[config.mk]
export PLATFORM = sky130hd
export DESIGN_NAME = capi_seq_retire_mgr
export DESIGN_NICKNAME = d
export VERILOG_FILES = /design/src/rtl/capi_seq_pkg.sv /design/src/rtl/capi_seq_sts_array.sv /design/src/rtl/capi_seq_retire_mgr.sv
export SDC_FILE = /design/constraint.sdc
export NUM_CORES = 1
export LEC_CHECK = 0
export BUFFER_PORTS_ARGS = -buffer_cell sky130_fd_sc_hd__clkbuf_2
export CAP_MARGIN = 10
export CORE_ASPECT_RATIO = 1.1
export CORE_UTILIZATION = 46
export CTS_CLUSTER_DIAMETER = 100
export DETAILED_ROUTE_END_ITERATION = 8
export GPL_TIMING_DRIVEN = 0
export PLACE_DENSITY_LB_ADDON = 0.1
export RECOVER_POWER = 25
export SLEW_MARGIN = 20
export SYNTH_ARGS = -nofsm -noshare
export SYNTH_HDL_FRONTEND = slang
export SYNTH_SLANG_ARGS = --single-unit
[constraint.sdc]
create_clock -name clk -period 6.1 [get_ports clk]
set_clock_uncertainty 0.15 [all_clocks]
set_input_delay 0.915 -clock clk [delete_from_list [all_inputs] [get_ports clk]]
set_output_delay 0.915 -clock clk [all_outputs]
set_load 0.03 [all_outputs]
[src/rtl/capi_seq_pkg.sv]
// Shared definitions for the sequential-tag retire path: error codes reported on o_err_type.
// A code of 00 means no error and only appears while o_err_v is low.
package capi_seq_pkg;

   localparam logic [1:0] ERR_NONE      = 2'b00;
   localparam logic [1:0] ERR_DUP_ALLOC = 2'b01;
   localparam logic [1:0] ERR_CMPL_NOUT = 2'b10;
   localparam logic [1:0] ERR_DUP_CMPL  = 2'b11;

endpackage

[src/rtl/capi_seq_sts_array.sv]
// Per-tag completion status store: one synchronous write port, one asynchronous read port.
// Write lands at the edge; read is combinational from the array. Contents are not reset.
module capi_seq_sts_array #(
   parameter int id_width  = 4,
   parameter int num_res   = 2**id_width,
   parameter int sts_width = 8
) (
   input  logic                 clk,
   input  logic                 we,
   input  logic [id_width-1:0]  waddr,
   input  logic [sts_width-1:0] wdata,
   input  logic [id_width-1:0]  raddr,
   output logic [sts_width-1:0] rdata
);

   logic [sts_width-1:0] mem [num_res];

   always_ff @(posedge clk) begin
      if (we) begin
         mem[waddr] <= wdata;
      end
   end

   assign rdata = mem[raddr];

endmodule

[src/rtl/capi_seq_retire_mgr.sv]
// In-order retire of sequentially issued tags; completions arrive out of order, retire needs done[rptr].
// o_ret_v is combinational from state (completion -> retire >= 1 cycle); o_ret_r low holds the retire stable.
module capi_seq_retire_mgr
   import capi_seq_pkg::*;
#(
   parameter int id_width  = 4,
   parameter int num_res   = 2**id_width,
   parameter int sts_width = 8
) (
   input  logic                 clk,
   input  logic                 reset,
   input  logic                 i_alloc_v,
   input  logic [id_width-1:0]  i_alloc_id,
   input  logic                 i_cmpl_v,
   input  logic [id_width-1:0]  i_cmpl_id,
   input  logic [sts_width-1:0] i_cmpl_sts,
   output logic                 o_ret_v,
   output logic [id_width-1:0]  o_ret_id,
   output logic [sts_width-1:0] o_ret_sts,
   input  logic                 o_ret_r,
   output logic                 o_free_v,
   output logic [id_width-1:0]  o_free_id,
   output logic [id_width:0]    o_outst,
   output logic                 o_err_v,
   output logic [1:0]           o_err_type
);

   localparam logic [id_width-1:0] RPTR_ONE = 1;
   localparam logic [id_width:0]   CNT_ONE  = 1;

   logic [num_res-1:0]  outst_q, outst_nxt;
   logic [num_res-1:0]  done_q, done_nxt;
   logic [id_width-1:0] rptr_q;
   logic [id_width:0]   cnt_q, cnt_nxt;
   logic                err_v_q;
   logic [1:0]          err_type_q;

   logic ret_fire;
   logic alloc_err, alloc_ok;
   logic cmpl_nout, cmpl_dup, cmpl_ok;
   logic err_v_nxt;
   logic [1:0] err_type_nxt;

   assign ret_fire = done_q[rptr_q] & o_ret_r;

   // Re-issuing the tag that retires this very cycle is legal: it is leaving as it comes back.
   assign alloc_err = i_alloc_v & outst_q[i_alloc_id] & ~(ret_fire && (i_alloc_id == rptr_q));
   assign alloc_ok  = i_alloc_v & ~alloc_err;

   // Completion checks use pre-edge outst, so a same-cycle alloc of the id does not cover it.
   assign cmpl_nout = i_cmpl_v & ~outst_q[i_cmpl_id];
   assign cmpl_dup  = i_cmpl_v &  outst_q[i_cmpl_id] &  done_q[i_cmpl_id];
   assign cmpl_ok   = i_cmpl_v &  outst_q[i_cmpl_id] & ~done_q[i_cmpl_id];

   always_comb begin
      outst_nxt = outst_q;
      done_nxt  = done_q;
      if (ret_fire) begin
         outst_nxt[rptr_q] = 1'b0;
         done_nxt[rptr_q]  = 1'b0;
      end
      // Set after clear so a same-cycle re-issue of the retiring tag leaves it outstanding.
      if (i_alloc_v) begin
         outst_nxt[i_alloc_id] = 1'b1;
      end
      if (cmpl_ok) begin
         done_nxt[i_cmpl_id] = 1'b1;
      end
   end

   always_comb begin
      cnt_nxt = cnt_q;
      unique case ({alloc_ok, ret_fire})
         2'b10:   cnt_nxt = cnt_q + CNT_ONE;
         2'b01:   cnt_nxt = cnt_q - CNT_ONE;
         default: cnt_nxt = cnt_q;
      endcase
   end

   always_comb begin
      err_v_nxt    = alloc_err | cmpl_nout | cmpl_dup;
      err_type_nxt = ERR_NONE;
      if (cmpl_nout) begin
         err_type_nxt = ERR_CMPL_NOUT;
      end else if (cmpl_dup) begin
         err_type_nxt = ERR_DUP_CMPL;
      end else if (alloc_err) begin
         err_type_nxt = ERR_DUP_ALLOC;
      end
   end

   always_ff @(posedge clk) begin
      if (reset) begin
         outst_q    <= '0;
         done_q     <= '0;
         rptr_q     <= '0;
         cnt_q      <= '0;
         err_v_q    <= 1'b0;
         err_type_q <= ERR_NONE;
      end else begin
         outst_q    <= outst_nxt;
         done_q     <= done_nxt;
         cnt_q      <= cnt_nxt;
         err_v_q    <= err_v_nxt;
         err_type_q <= err_type_nxt;
         if (ret_fire) begin
            rptr_q <= rptr_q + RPTR_ONE;
         end
      end
   end

   capi_seq_sts_array #(
      .id_width  (id_width),
      .num_res   (num_res),
      .sts_width (sts_width)
   ) u_sts (
      .clk   (clk),
      .we    (cmpl_ok),
      .waddr (i_cmpl_id),
      .wdata (i_cmpl_sts),
      .raddr (rptr_q),
      .rdata (o_ret_sts)
   );

   assign o_ret_v    = done_q[rptr_q];
   assign o_ret_id   = rptr_q;
   assign o_free_v   = ret_fire;
   assign o_free_id  = rptr_q;
   assign o_outst    = cnt_q;
   assign o_err_v    = err_v_q;
   assign o_err_type = err_type_q;

endmodule

# Yosys cells after proc, flatten, opt, wreduce, memory -nomap -nowiden
# Memory sizes are Yosys's and may differ from the RTL's. A register that Yosys moved wholly into a read port is not among the register bits.
# Cells that the tools add are included.
# totals
regBits,44
ramBits,128
in_bits,21
output_inout_bits,26
memories,1
# memory_table
memory,depth,width,read_ports,rd_clocked_by_memory_dff,write_ports,line,source
u_sts.mem,16,8,1,1,1,capi_seq_sts_array.sv:16,logic [sts_width-1:0] mem [num_res];
# classes
add_sub_neg,3
order_cmp,6
n_eq_ne,3
n_mux,26
bitwise_logic,19
reduce_logical,6
# ops
operator,n
2-to-1 mux 16 bit,4
bitwise AND 16 bit,2
OR 16 bit,2
binary-select mux 1 bit (select 4 bit),4
inverter 16 bit,1
< comparator 4 x 5 -> 1 bit (second input constant),3
demux 1 bit (select 4 bit),3
>= comparator 4 x 1 -> 1 bit (second input constant),3
2-to-1 mux 1 bit,10
one-hot mux 5 bit (2 select lines),1
bitwise AND 1 bit,8
2-to-1 mux 4 bit,2
adder 5 x 1 -> 5 bit (second input constant),1
subtractor 5 x 1 -> 5 bit (second input constant),1
adder 4 x 1 -> 4 bit (second input constant),1
equality test 4 bit,1
logical AND 1 bit,4
2-to-1 mux 2 bit,2
inverter 1 bit,4
equality test 2 x 1 -> 1 bit (second input constant),1
equality test 2 bit (second input constant),1
OR 1 bit,2
nonzero test 2 bit,1
OR reduction 2 bit,1

# Depth between registers and ports, before layout
# Gate-level depths: netlist of run 1.
# logic_depth
ltp_word,10
mapped_depth,15
ltp_nobuf,13

# Hierarchy
# A second synthesis of run 1 with hierarchy kept.
# hier_totals
hier_cells,542
area_unflattened_um2,7881.3
# by_module_without_submodules
mod,n_inst,cells_each,area_each_um2
capi_seq_sts_array,1,221,4987.3
capi_seq_retire_mgr,1,321,2894.0

# Least setup slack after synthesis of run 1
# Ideal clock, no wire load.
# synth_path
path_type,input to register
start,input port i_alloc_id[0]
end,"register cnt_q[4], in the netlist o_outst[4]"
arrival_ps,3797
required_time_ps,5829
setup_slack_ps,2032
cell_stages,15
path_buffers,2
path_cell_list,buf_1 mux4_2 mux2i_1 o22ai_1 o31ai_1 nand2_1 ha_1 clkbuf_1 xor2_1 ha_1 a21boi_0 o221ai_1 a21o_1 nand3b_1 mux2_2
# synth_between
elab_chain_cells,8
elab_cells_between_ends,13
# synth_lines
element,line,source
from (decl),capi_seq_retire_mgr.sv:13,"input logic [id_width-1:0] i_alloc_id,"
binary-select mux 1 bit (select 4 bit) or equality test 4 bit (tied branches),capi_seq_retire_mgr.sv:47,assign alloc_err = i_alloc_v & outst_q[i_alloc_id] & ~(ret_fire && (i_alloc_id == rptr_q));
2-to-1 mux 1 bit (not written as such) or logical AND 1 bit (tied branches),capi_seq_retire_mgr.sv:47,
bitwise AND 1 bit or inverter 1 bit (tied branches),capi_seq_retire_mgr.sv:47,
bitwise AND 1 bit (*),capi_seq_retire_mgr.sv:47,
inverter 1 bit (*),capi_seq_retire_mgr.sv:48,assign alloc_ok = i_alloc_v & ~alloc_err;
bitwise AND 1 bit (*),capi_seq_retire_mgr.sv:48,
equality test 2 x 1 -> 1 bit or equality test 2 bit (tied branches),capi_seq_retire_mgr.sv:73,"unique case ({alloc_ok, ret_fire})"
one-hot mux 5 bit (2 select lines) or nonzero test 2 bit (tied branches),--,
to (signal assigned),capi_seq_retire_mgr.sv:103,cnt_q <= cnt_nxt;
to (decl),capi_seq_retire_mgr.sv:34,"logic [id_width:0] cnt_q, cnt_nxt;"
# Every way passes the cells marked *; elsewhere a longest branch is shown, timed or not. The select of a mux whose other input is x is not followed.
# A chain may end at the register's enable or synchronous reset.

# Worst setup path after layout of run 1
# layout_path
start,"register rptr_q[1], in the netlist o_free_id[1]"
end,"register cnt_q[4], in the netlist o_outst[4]"
# layout_between
elab_chain_cells,10
elab_cells_between_ends,13
# layout_lines
element,line,source
from (decl),capi_seq_retire_mgr.sv:33,logic [id_width-1:0] rptr_q;
from (signal assigned),capi_seq_retire_mgr.sv:107,rptr_q <= rptr_q + RPTR_ONE;
binary-select mux 1 bit (select 4 bit),capi_seq_retire_mgr.sv:44,assign ret_fire = done_q[rptr_q] & o_ret_r;
2-to-1 mux 1 bit (not written as such),capi_seq_retire_mgr.sv:44,
bitwise AND 1 bit,capi_seq_retire_mgr.sv:44,
logical AND 1 bit,capi_seq_retire_mgr.sv:47,
inverter 1 bit,capi_seq_retire_mgr.sv:47,
bitwise AND 1 bit,capi_seq_retire_mgr.sv:47,
inverter 1 bit,capi_seq_retire_mgr.sv:48,
bitwise AND 1 bit,capi_seq_retire_mgr.sv:48,
equality test 2 x 1 -> 1 bit or equality test 2 bit (tied branches),capi_seq_retire_mgr.sv:73,
one-hot mux 5 bit (2 select lines) or nonzero test 2 bit (tied branches),--,
# Several ways; a longest one is shown, not always the timed one. The select of a mux whose other input is x is not followed.

==> results of run 1 <==
## layer usage
metal,track usage (%),share of wire (%),wire length (µm),vias to the layer above
met5,0,0,0,-
met4,9.350,3.1,546,0
met3,3.767,3.9,690,37
met2,39.42,52,9193,146
met1,26.28,41,7382,2300
li1,-,-,-,2064
## cell usage in the layout (no fill, tap or decap), drive strengths merged, types with 3 or more instances in the layout
cell type	instances
a21oi	23
a22o	6
a31o	5
a32o	4
and3	3
buf	15
clkbuf	76
clkinv	8
dfxtp	48
edfxtp	128
ha	8
inv	19
mux2i	13
mux4	53
nand2	24
nand2b	6
nand3	13
nand3b	8
nor2	24
nor2b	6
nor3	4
nor3b	5
o21ai	15
o31ai	7
or3	5
or3b	3
xnor2	4
xor2	3
## flip-flops by register name, indices dropped and copies added (netlist names), named ones only
register,cells
u_sts.mem,128
done_q,16
outst_q,16
o_outst,5
o_free_id,4
o_err_type,2
o_err_v,1
## synthesized netlist by cell type, types with 4 or more instances
cell,count
edfxtp_1,128
mux4_2,53
dfxtp_1,48
nand2_1,24
nor2_1,24
a21oi_1,23
clkbuf_1,16
inv_1,15
o21ai_0,14
mux2i_1,13
nand3_1,12
ha_1,8
nand3b_1,8
o31ai_1,7
a22o_1,6
nand2b_1,6
nor2b_1,6
a31o_2,5
nor3b_1,5
or3_1,5
a32o_1,4
buf_1,4
buf_2,4
buf_4,4
nor3_1,4
xnor2_1,4
## cells by family after synthesis
family | after synthesis | synth area share [%]
mux | 68 | 17.59
buf+inv | 48 | 2.910
simple gates | 108 | 7.653
flops | 176 | 62.79
compound gates | 77 | 6.949
fa+ha+maj | 8 | 1.308
xor+xnor | 7 | 0.8012
## worst max-delay path, cell delays in order, from the launching register on
cell,delay [ns]
dfxtp_1,0.56
buf_6,0.23
mux2i_1,0.09
a221o_1,0.41
a2bb2oi_2,0.24
o31ai_1,0.84
nand2_1,0.19
ha_1,0.26
clkbuf_1,0.18
xor2_1,0.20
ha_1,0.22
a21boi_0,0.19
o221ai_1,0.17
a21o_1,0.21
nand3b_1,0.09
mux2_2,0.33
## power groups by stage
| stage | Clock (W) | Sequential (W) | Combinational [W] |
|---|---|---|---|
| final | 0.00104 | 0.00130 | 0.000109 |
| after CTS | 0.00105 | 0.00130 | 0.000110 |
| after detailed placement | 0 | 0.00132 | 0.000110 |
| after floorplan | 0 | 0.00133 | 0.0000598 |
| after global placement | 0 | 0.00132 | 0.000108 |
| after global routing | 0.00110 | 0.00130 | 0.000118 |
## stage by stage
step / power (W) / util, % / cells
5_1_grt: 0.002516 / 53.16 / 769
2_1_floorplan: 0.001389 / - / 492
3_3_place_gp: 0.001432 / 49.75 / 737
6_report: 0.002449 / 53.16 / 769
4_1_cts: 0.002462 / 53.21 / 769
3_5_place_dp: 0.001435 / 49.75 / 737
## worst paths after layout
path	startpoint	end	cells past startpoint
hold reg to reg	o_outst[3]$_SDFFE_PP0P_	o_outst[3]$_SDFFE_PP0P_	2
setup / recovery	o_free_id[1]$_SDFFE_PP0N_	o_outst[4]$_SDFFE_PP0P_	15
setup reg to reg	o_free_id[1]$_SDFFE_PP0N_	o_outst[4]$_SDFFE_PP0P_	15
hold / removal	o_outst[3]$_SDFFE_PP0P_	o_outst[3]$_SDFFE_PP0P_	2
## cell type report
class                   count  share of cell area [%]
plain buffers              31                   1.833
clock buffers              19                   5.224
clock inverters            13                   1.284
inverters                  17                  0.7360
multi-input cells         268                   30.28
flip-flops and latches    176                   55.42
well taps                 204                   2.944
repair buffers             41                   2.280
==> out/metrics.yaml, run 1 <==
start_util_pct: 46.92
rows: 49
fillers: 1364
cts_resized: 0
finalHoldViolCount: 0
ys_ff_latch: 176
timing.hold.ws_ns: 0.3458
cts_sinks: 176
crit_arrival_ns: 4.84
routed_wirelength_mm: 17.81
core_mm2: 0.01631
critical_path_required_ns: 6.27
antenna_cells: 0
seqCellArea_mm2: 0.004805
die-area_mm2: 0.01716
syn_area_mm2: 0.007652
power.leakage_nw: 2.878
cap_violations: 0
layout-drive-gt1-share_pct: 24.96
vdd_drop_max_mv: 0.1811
hold_class: "flip-flop to flip-flop"
seqPwrFrac_pct: 53.0
synthesis.nets: 521
place_hpwl_mm: 12.30
drt_first_pass_iters: 7
reg2reg_setup_slack_ns: 1.43
drv_slew: 0
synth-edff-count: 128
gp_congestion: 0.8781
grt-ovfl-total: 0
routedWlPerCell_um: 23.16
netlist_instances: 492
synthFlopType: "edfxtp_1"
rsz0062_at_grt: "false"
hold_buffers: 0
outcome: "complete, but fails checks"
synth_top_cell_by_area: "edfxtp_1"
ys_warn_count: 0
grt_max_degree: 17
nets: 581
dpl_cell_area_mm2: 0.008113
grt_first_pass_wirelength_mm: 26.95
crit_type: "flip-flop to flip-flop"
cts.path.max_buffers: 2
synth_top_cell_area_share_pct: 50.23
avgViaCountPerCell: 5.913
cts_tree: "done"
fmax_ghz: 0.2142
antenna_found_initial: 0
setup_viol: 0
setup_tns_ns: 0
via_count: 4547
die_w_um: 125.0
synthDistinctLibCells: 55
violations: "DRC"
p_switching_w: 0.0005377
async_reset_ff_share_pct: 0
io_buffers: 41
drtAntennaViolNets: 0
postSynthAreaPerCell_um2: 15.55
htree_levels: 4
clk_pin_slew_ns: 0.07
switching_share_pct: 21.96
drc_errors: 4
synth_area_leaders: "edfxtp_1 50%, mux4_2 16%, dfxtp_1 13%"
cp-end-kind: "flip-flop"
post_cts_buffers: 0
fin_ws_ns: 1.432
fin_area_mm2: 0.008670
worst_pin_slew_ns: 1.043
clkPwrFrac_pct: 42.5
combPwrFrac_pct: 4.5
period_minus_slack_ns: 4.668
crit_path_start_kind: "flip-flop"
drtIter0Drc: 338
cts_made_buffers: 17
crit_fanout: 10
relSlewSlack_pct: 30.24
fin_crit_sh_pct: 76.52
grt_pass1_vias: 4724
p_int_w: 0.001911
insertion_delay_ns: 0.43
track_usage_pct: 21.94
cts-root-buf: "clkbuf_16"
p_per_area_mw_per_mm2: 282.5
areaGrowthSynthToFinish_pct: 13.29
boundaryPins: 47
multi_input_area_mm2: 0.002625
post-place-ws_ns: 1.147
fp.dieH_um: 137.3
synth.yosys.seq_area_share_pct: 62.79
No activity file was read; power rests on OpenSTA's default activity.
==> inputs of run 2 (changes only) <==
Clock period 6.1 ns to 3.9 ns, I/O delays scaled along.
==> run 2 against run 1 <==
  * Sequential power increased by 56%
  * Clock power increased by 60%
  * Setup slack got worse by 1.2 ns
  * Fmax increased by 26%
  * First-iteration DRC count increased by 3.6%
  * Final cell count unchanged
  * Largest cell class unchanged
  * Critical path type unchanged
  * Die area unchanged
  * Register-to-register slack got worse by 1.2 ns
  * Worst hold slack got worse by 0.0091 ns
  * Wire length decreased by 1.6%
  * Flip-flop and latch count unchanged
  * The run still ends with DRC left
==> out/metrics.yaml, run 2 (same netlist as run 1, synthesis figures left out) <==
rows: 49  # unchanged
cap_violations: 0  # unchanged
reg2reg_setup_slack_ns: 0.19  # -1.24 ns
finalHoldViolCount: 0  # unchanged
nets: 581  # unchanged
setup_viol: 0  # unchanged
htree_levels: 4  # unchanged
period_minus_slack_ns: 3.711  # -0.9572 ns
cp-end-kind: "flip-flop"
routedWlPerCell_um: 22.79  # -1.6%
max_stage_delay_ns: 0.58  # -0.26 ns
insertion_delay_ns: 0.43  # about the same
core_mm2: 0.01631  # unchanged
hold_buffers: 0  # unchanged
relSlewSlack_pct: 27.20  # -3.0 points
antenna_cells: 0  # unchanged
cp-startpoint: "o_free_id[0]$_SDFFE_PP0N_"
violations: "DRC"
io_buffers: 41  # unchanged
avgViaCountPerCell: 5.905  # -0.13%
drv_slew: 0  # unchanged
crit_fanout: 10  # unchanged
via_count: 4541  # -0.13%
largest_reg_flops: 128  # unchanged
regMostFlops: "u_sts.mem"
routed_wirelength_mm: 17.53  # -1.6%
crit_path_start_kind: "flip-flop"
vdd_drop_max_mv: 0.3234  # +79%
final_cell_count_no_fill: 769  # unchanged
critical_path_required_ns: 4.08  # -2.19 ns
track_usage_pct: 22.02  # +0.083 points
power.leakage_nw: 2.890  # +0.43%
crit_arrival_ns: 3.89  # -0.95 ns
layout_common_cells: "128 x edfxtp_1, 53 x mux4_2, 47 x dfxtp_1"
fin_ws_ns: 0.1894  # -1.243 ns
areaGrowthSynthToFinish_pct: 14.09
grt-ovfl-total: 0  # unchanged
drtIter0Drc: 350  # +3.6%
die_w_um: 125.0  # unchanged
boundaryPins: 47  # unchanged
fmax_ghz: 0.2695  # +26%
p_per_area_mw_per_mm2: 442.6  # +57%
cts-root-buf: "clkbuf_16"
drt_first_pass_iters: 7  # unchanged
cts_sinks: 176  # unchanged
hold_class: "flip-flop to flip-flop"
rr_worst_depth: 14  # -1
cp-endpoint: "o_outst[4]$_SDFFE_PP0P_"
cts.path.max_buffers: 2  # unchanged
drtAntennaViolNets: 0  # unchanged
path_cells: "buf_4 > mux4_2 > nor2b_2 > a2bb2oi_4 > o31ai_4 > nand2_1 > ha_4 > xor2_1 > ha_1 > a21boi_0 > o221ai_1 > a21o_1 > nand3b_1 > mux2_2"
fin_crit_sh_pct: 95.14  # +19 points
start_util_pct: 46.92  # unchanged
grt_max_degree: 17  # unchanged
final_util_pct: 53.54  # +0.38 points
fp.dieH_um: 137.3  # unchanged
top_regs: "u_sts.mem x128, done_q x16, outst_q x16"
timing.hold.ws_ns: 0.3367  # -0.009111 ns
final_common_cell: "edfxtp_1"
post-place-ws_ns: -0.6396  # -1.786 ns
die-area_mm2: 0.01716  # unchanged
cts_tree: "done"
cts_made_buffers: 17  # unchanged
layout-drive-gt1-share_pct: 25.49  # +0.53 points
r2r_start: "o_free_id[0]$_SDFFE_PP0N_"
gp_congestion: 0.8855  # +0.84%
grt_pass1_vias: 4708  # -0.34%
worst_pin_slew_ns: 1.088  # +0.04544 ns
grt_first_pass_wirelength_mm: 27.08  # +0.49%
crit_type: "flip-flop to flip-flop"
clk_pin_slew_ns: 0.06  # about the same
drc_errors: 4  # unchanged
crit_slowest_cell: "mux4_2"
rsz0062_at_grt: "false"
outcome: "complete, but fails checks"
place_hpwl_mm: 12.26  # -0.28%
antenna_found_initial: 0  # unchanged
r2r_end: "o_outst[4]$_SDFFE_PP0P_"
place_inst: 737  # unchanged
-- run 2: cell type report --
cell class / instances / area [µm²]
Multi-Input combinational cell: 268 / 2668
Timing Repair Buffer: 42 / 203.9
Sequential cell: 176 / 4808
Tap cell: 204 / 255.2
Fill cell: 1338 / 7577
Clock inverter: 7 / 87.58
Clock buffer: 25 / 485.5
Buffer: 30 / 158.9
Inverter: 17 / 63.81
-- run 2: what timing repair did --
item / in CTS / in global routing
gates resized for setup: 5 / 5
gates cloned: 0 / 0
endpoints found under the setup margin: 3 / 1
setup buffers: 1 / 0
pin swaps: 0 / 1
-- run 2: metrics by stage --
stage | TNS (ns) | cell area [µm²] | total power [W]
floorplan | 0 | 7655 | 0.002173
global placement | -1.148 | 8115 | 0.002239
detailed placement | -1.253 | 8115 | 0.002244
CTS | 0 | 8721 | 0.003892
global route | 0 | 8731 | 0.003975
finish | 0 | 8731 | 0.003864
-- run 2: worst max-delay path: cells and delay by family, from the launching register on --
| kind | cells | cell delay (ns) |
|---|---|---|
| buf+inv | 1 | 0.23 |
| xor+xnor | 1 | 0.16 |
| flops | 1 | 0.42 |
| simple gates | 3 | 0.46 |
| compound gates | 5 | 0.87 |
| fa+ha+maj | 2 | 0.40 |
| mux | 2 | 0.91 |
-- run 2: how the worst min path moves through the flow --
stage,from,end,slack (ns),cells past startpoint
final,outst_q[5]$_SDFF_PP0_,outst_q[5]$_SDFF_PP0_,0.34,2
after global routing,o_outst[3]$_SDFFE_PP0P_,o_outst[3]$_SDFFE_PP0P_,0.36,2
after CTS,done_q[15]$_SDFF_PP0_,done_q[15]$_SDFF_PP0_,0.34,2
after detailed placement,done_q[15]$_SDFF_PP0_,done_q[15]$_SDFF_PP0_,0.33,2
after global placement,outst_q[5]$_SDFF_PP0_,outst_q[5]$_SDFF_PP0_,0.32,2
after floorplan,outst_q[5]$_SDFF_PP0_,outst_q[5]$_SDFF_PP0_,0.29,2
-- run 2: where the power goes --
part	switching (W)	internal [W]	leakage, nW	total, W
Combinational	0.000115	0.0000564	1.07	0.000171
Sequential	0.0000113	0.00202	1.54	0.00203
Clock	0.000671	0.000990	0.281	0.00166
-- run 2: metal layers --
metal | vias up | GRT usage, % | share of wire [%]
li1 | 2056 | - | -
met2 | 164 | 39.98 | 53
met4 | 0 | 9.553 | 2.3
met1 | 2288 | 25.27 | 40
met3 | 33 | 4.816 | 4.5
met5 | - | 0 | 0
==> inputs of run 3 (changes only) <==
Settings changed: ABC_AREA from default to 1.
Clock period 3.9 ns to 4.1 ns, I/O delays scaled along.
==> run 3 against run 2 <==
  * The run now ends clean
  * Core utilization is 0.095 points lower
  * Final cell count is 52% higher
  * Combinational power is 17% lower
  * Wire length is 21% higher
  * Global-route usage is 2.6 points higher
  * Via count is 34% higher
  * Sequential share of layout area is 4.4 points lower
  * Clock-buffer cell count is 7 lower
  * Total power is 1.5% lower
  * Highest routed layer unchanged
  * Worst hold slack worse by 0.019 ns
  * Register-to-register slack better by 0.72 ns
==> out/metrics.yaml, run 3 <==
cts_made_buffers: 17  # unchanged
grt_max_degree: 17  # unchanged
synth_area_leaders: "edfxtp_1 46%, dfxtp_1 12%, nand2_1 7.9%"
synth_top_cell_by_area: "edfxtp_1"
r2r_end: "o_outst[4]$_SDFFE_PP0P_"
synth_common_cells: "175 x nand2_1, 128 x edfxtp_1, 102 x inv_1"
drc_errors: 0  # -4
gp_congestion: 0.9227  # +4.2%
cts_sinks: 176  # unchanged
synth.yosys.seq_area_share_pct: 57.58  # -5.2 points
layout-drive-gt1-share_pct: 13.47  # -12 points
synthFlopType: "edfxtp_1"
grt_use_met3_pct: 3.934  # -0.88 points
outcome: "finished, final reports clean"
layout_common_cells: "175 x nand2_1, 128 x edfxtp_1, 102 x inv_1"
timing.hold.ws_ns: 0.3181  # -0.01855 ns
fin_area_mm2: 0.009480  # +8.6%
synth-edff-count: 128  # unchanged
met1_usage_pct: 30.44  # +5.2 points
cts_tree: "done"
setup_viol: 0  # unchanged
grt_pass1_vias: 5885  # +25%
p_per_area_mw_per_mm2: 401.6  # -9.3%
insertion_delay_ns: 0.44  # about the same
dpl_cell_area_mm2: 0.008857  # +9.1%
place_inst: 1134  # +54%
nets: 944  # +62%
rows: 51  # +4.1%
regMostFlops: "u_sts.mem"
seqCellArea_mm2: 0.004805  # about the same
cts_resized: 0  # -5
io_buffers: 43  # +4.9%
clk_pin_slew_ns: 0.07  # about the same
r2r_start: "o_free_id[0]$_SDFFE_PP0N_"
netlist_instances: 853  # +73%
grt-ovfl-total: 0  # unchanged
final_cell_count_no_fill: 1166  # +52%
grt_first_pass_wirelength_mm: 32.96  # +22%
critical_path_required_ns: 3.34  # -0.74 ns
cp-end-kind: "output port"
multi_input_area_mm2: 0.002872  # +7.6%
antenna_found_initial: 0  # unchanged
boundaryPins: 47  # unchanged
place_hpwl_mm: 15.36  # +25%
top_usage_layer: "met2"
antenna_cells: 0  # unchanged
rsz0062_at_grt: "false"
die-area_mm2: 0.01868  # +8.9%
power.leakage_nw: 3.647  # +26%
finalHoldViolCount: 0  # unchanged
via_count: 6083  # +34%
cts.path.max_buffers: 2  # unchanged
hold_buffers: 0  # unchanged
routedWlPerCell_um: 18.24  # -20%
htree_levels: 4  # unchanged
routed_wirelength_mm: 21.27  # +21%
reg2reg_setup_slack_ns: 0.91  # +0.72 ns
min_from: "done_q[12]$_SDFF_PP0_"
drt_first_pass_iters: 5  # -2
synthDistinctLibCells: 33  # -40%
post_cts_buffers: 0  # -1
syn_area_mm2: 0.008344  # +9.0%
fp.dieH_um: 143.3  # +4.4%
cap_violations: 0  # unchanged
largest_reg_flops: 128  # unchanged
ys_ff_latch: 176  # unchanged
async_reset_ff_share_pct: 0  # unchanged
die_w_um: 130.4  # +4.4%
fillers: 1699  # +27%
areaGrowthSynthToFinish_pct: 13.62
postSynthAreaPerCell_um2: 9.782  # -37%
holdPathEnd: "done_q[12]$_SDFF_PP0_"
fin_crit_sh_pct: 81.62
relSlewSlack_pct: 46.15  # +19 points
synth_top_cell_area_share_pct: 46.06  # -4.2 points
final_common_cell: "nand2_1"
synth_most_common_cell: "nand2_1"
top_regs: "u_sts.mem x128, done_q x16, outst_q x16"
crit_arrival_ns: 2.58  # -1.31 ns
core_mm2: 0.01774  # +8.8%
avgViaCountPerCell: 5.217  # -12%
rr_worst_depth: 20  # +6
crit_type: "flip-flop to output port"
start_util_pct: 47.04  # +0.11 points
drtAntennaViolNets: 0  # unchanged
ys_warn_count: 0  # unchanged
drv_slew: 0  # unchanged
track_usage_pct: 24.58  # +2.6 points
crit_fanout: 10  # unchanged
fmax_ghz: 0.2988
crit_path_start_kind: "flip-flop"
drtIter0Drc: 390  # +11%
vdd_drop_max_mv: 0.2614  # -19%
setup_tns_ns: 0  # unchanged
grtUsageMet2_pct: 41.94  # +2.0 points
period_minus_slack_ns: 3.347
hold_depth: 2  # unchanged
cts-root-buf: "clkbuf_16"
hold_class: "flip-flop to flip-flop"
synthesis.nets: 882  # +69%
worst_pin_slew_ns: 0.8078  # -0.2802 ns
## run 3: routing by layer
layer	wire length [µm]	up-vias
met5	0	-
met4	677	0
met3	753	39
met2	10490	154
met1	9352	2852
li1	-	3038
## run 3: cell type report
| type | instances | share of cell area (%) |
|---|---|---|
| Clock buffer | 18 | 4.527 |
| Timing Repair Buffer | 43 | 2.191 |
| Tap cell | 238 | 3.141 |
| Buffer | 48 | 2.930 |
| Clock inverter | 14 | 2.125 |
| Inverter | 104 | 4.118 |
| Sequential cell | 176 | 50.68 |
| Multi-Input combinational cell | 525 | 30.29 |
## run 3: logic make-up after synthesis
family | share of synthesized area, %
simple gates | 17.41
mux | 3.839
compound gates | 10.92
fa+ha+maj | 1.200
xor+xnor | 1.050
buf+inv | 8.007
flops | 57.58
## run 3: worst max path at each step
| stage | start | to | cells after the start |
|---|---|---|---|
| final | flip-flop | o_ret_sts[2] | 8 |
| after global routing | o_free_id[0]$_SDFFE_PP0N_ | o_outst[4]$_SDFFE_PP0P_ | 20 |
| after CTS | flip-flop | o_ret_sts[2] | 8 |
| after detailed placement | i_alloc_id[0] | o_outst[4]$_SDFFE_PP0P_ | 19 |
| after global placement | i_alloc_id[0] | o_outst[4]$_SDFFE_PP0P_ | 19 |
| after floorplan | o_free_id[1]$_SDFFE_PP0N_ | o_outst[4]$_SDFFE_PP0P_ | 19 |
## run 3: power breakdown
| part | leakage, nW | switching, W | internal [W] |
|---|---|---|---|
| sequential | 1.54 | 0.00000803 | 0.00191 |
| combinational | 1.80 | 0.000107 | 0.0000348 |
| clock | 0.305 | 0.000709 | 0.00103 |
## run 3: worst max-delay path, cell delays in order, from the launching register on
cell      delay, ns
dfxtp_1        0.39
clkbuf_1       0.28
buf_1          0.50
a21oi_1        0.08
o21ai_0        0.12
o21ai_0        0.22
o211ai_1       0.28
nand2_1        0.09
clkbuf_2       0.19
## run 3: through the flow
stage / util [%] / power [W] / worst slack [ns]
floorplan: - / 0.002041 / 1.078
global placement: 49.93 / 0.002103 / 0.7454
global route: 53.44 / 0.003913 / 0.5746
finish: 53.44 / 0.003807 / 0.7534
CTS: 53.48 / 0.003826 / 0.8018
detailed placement: 49.93 / 0.002104 / 0.7539
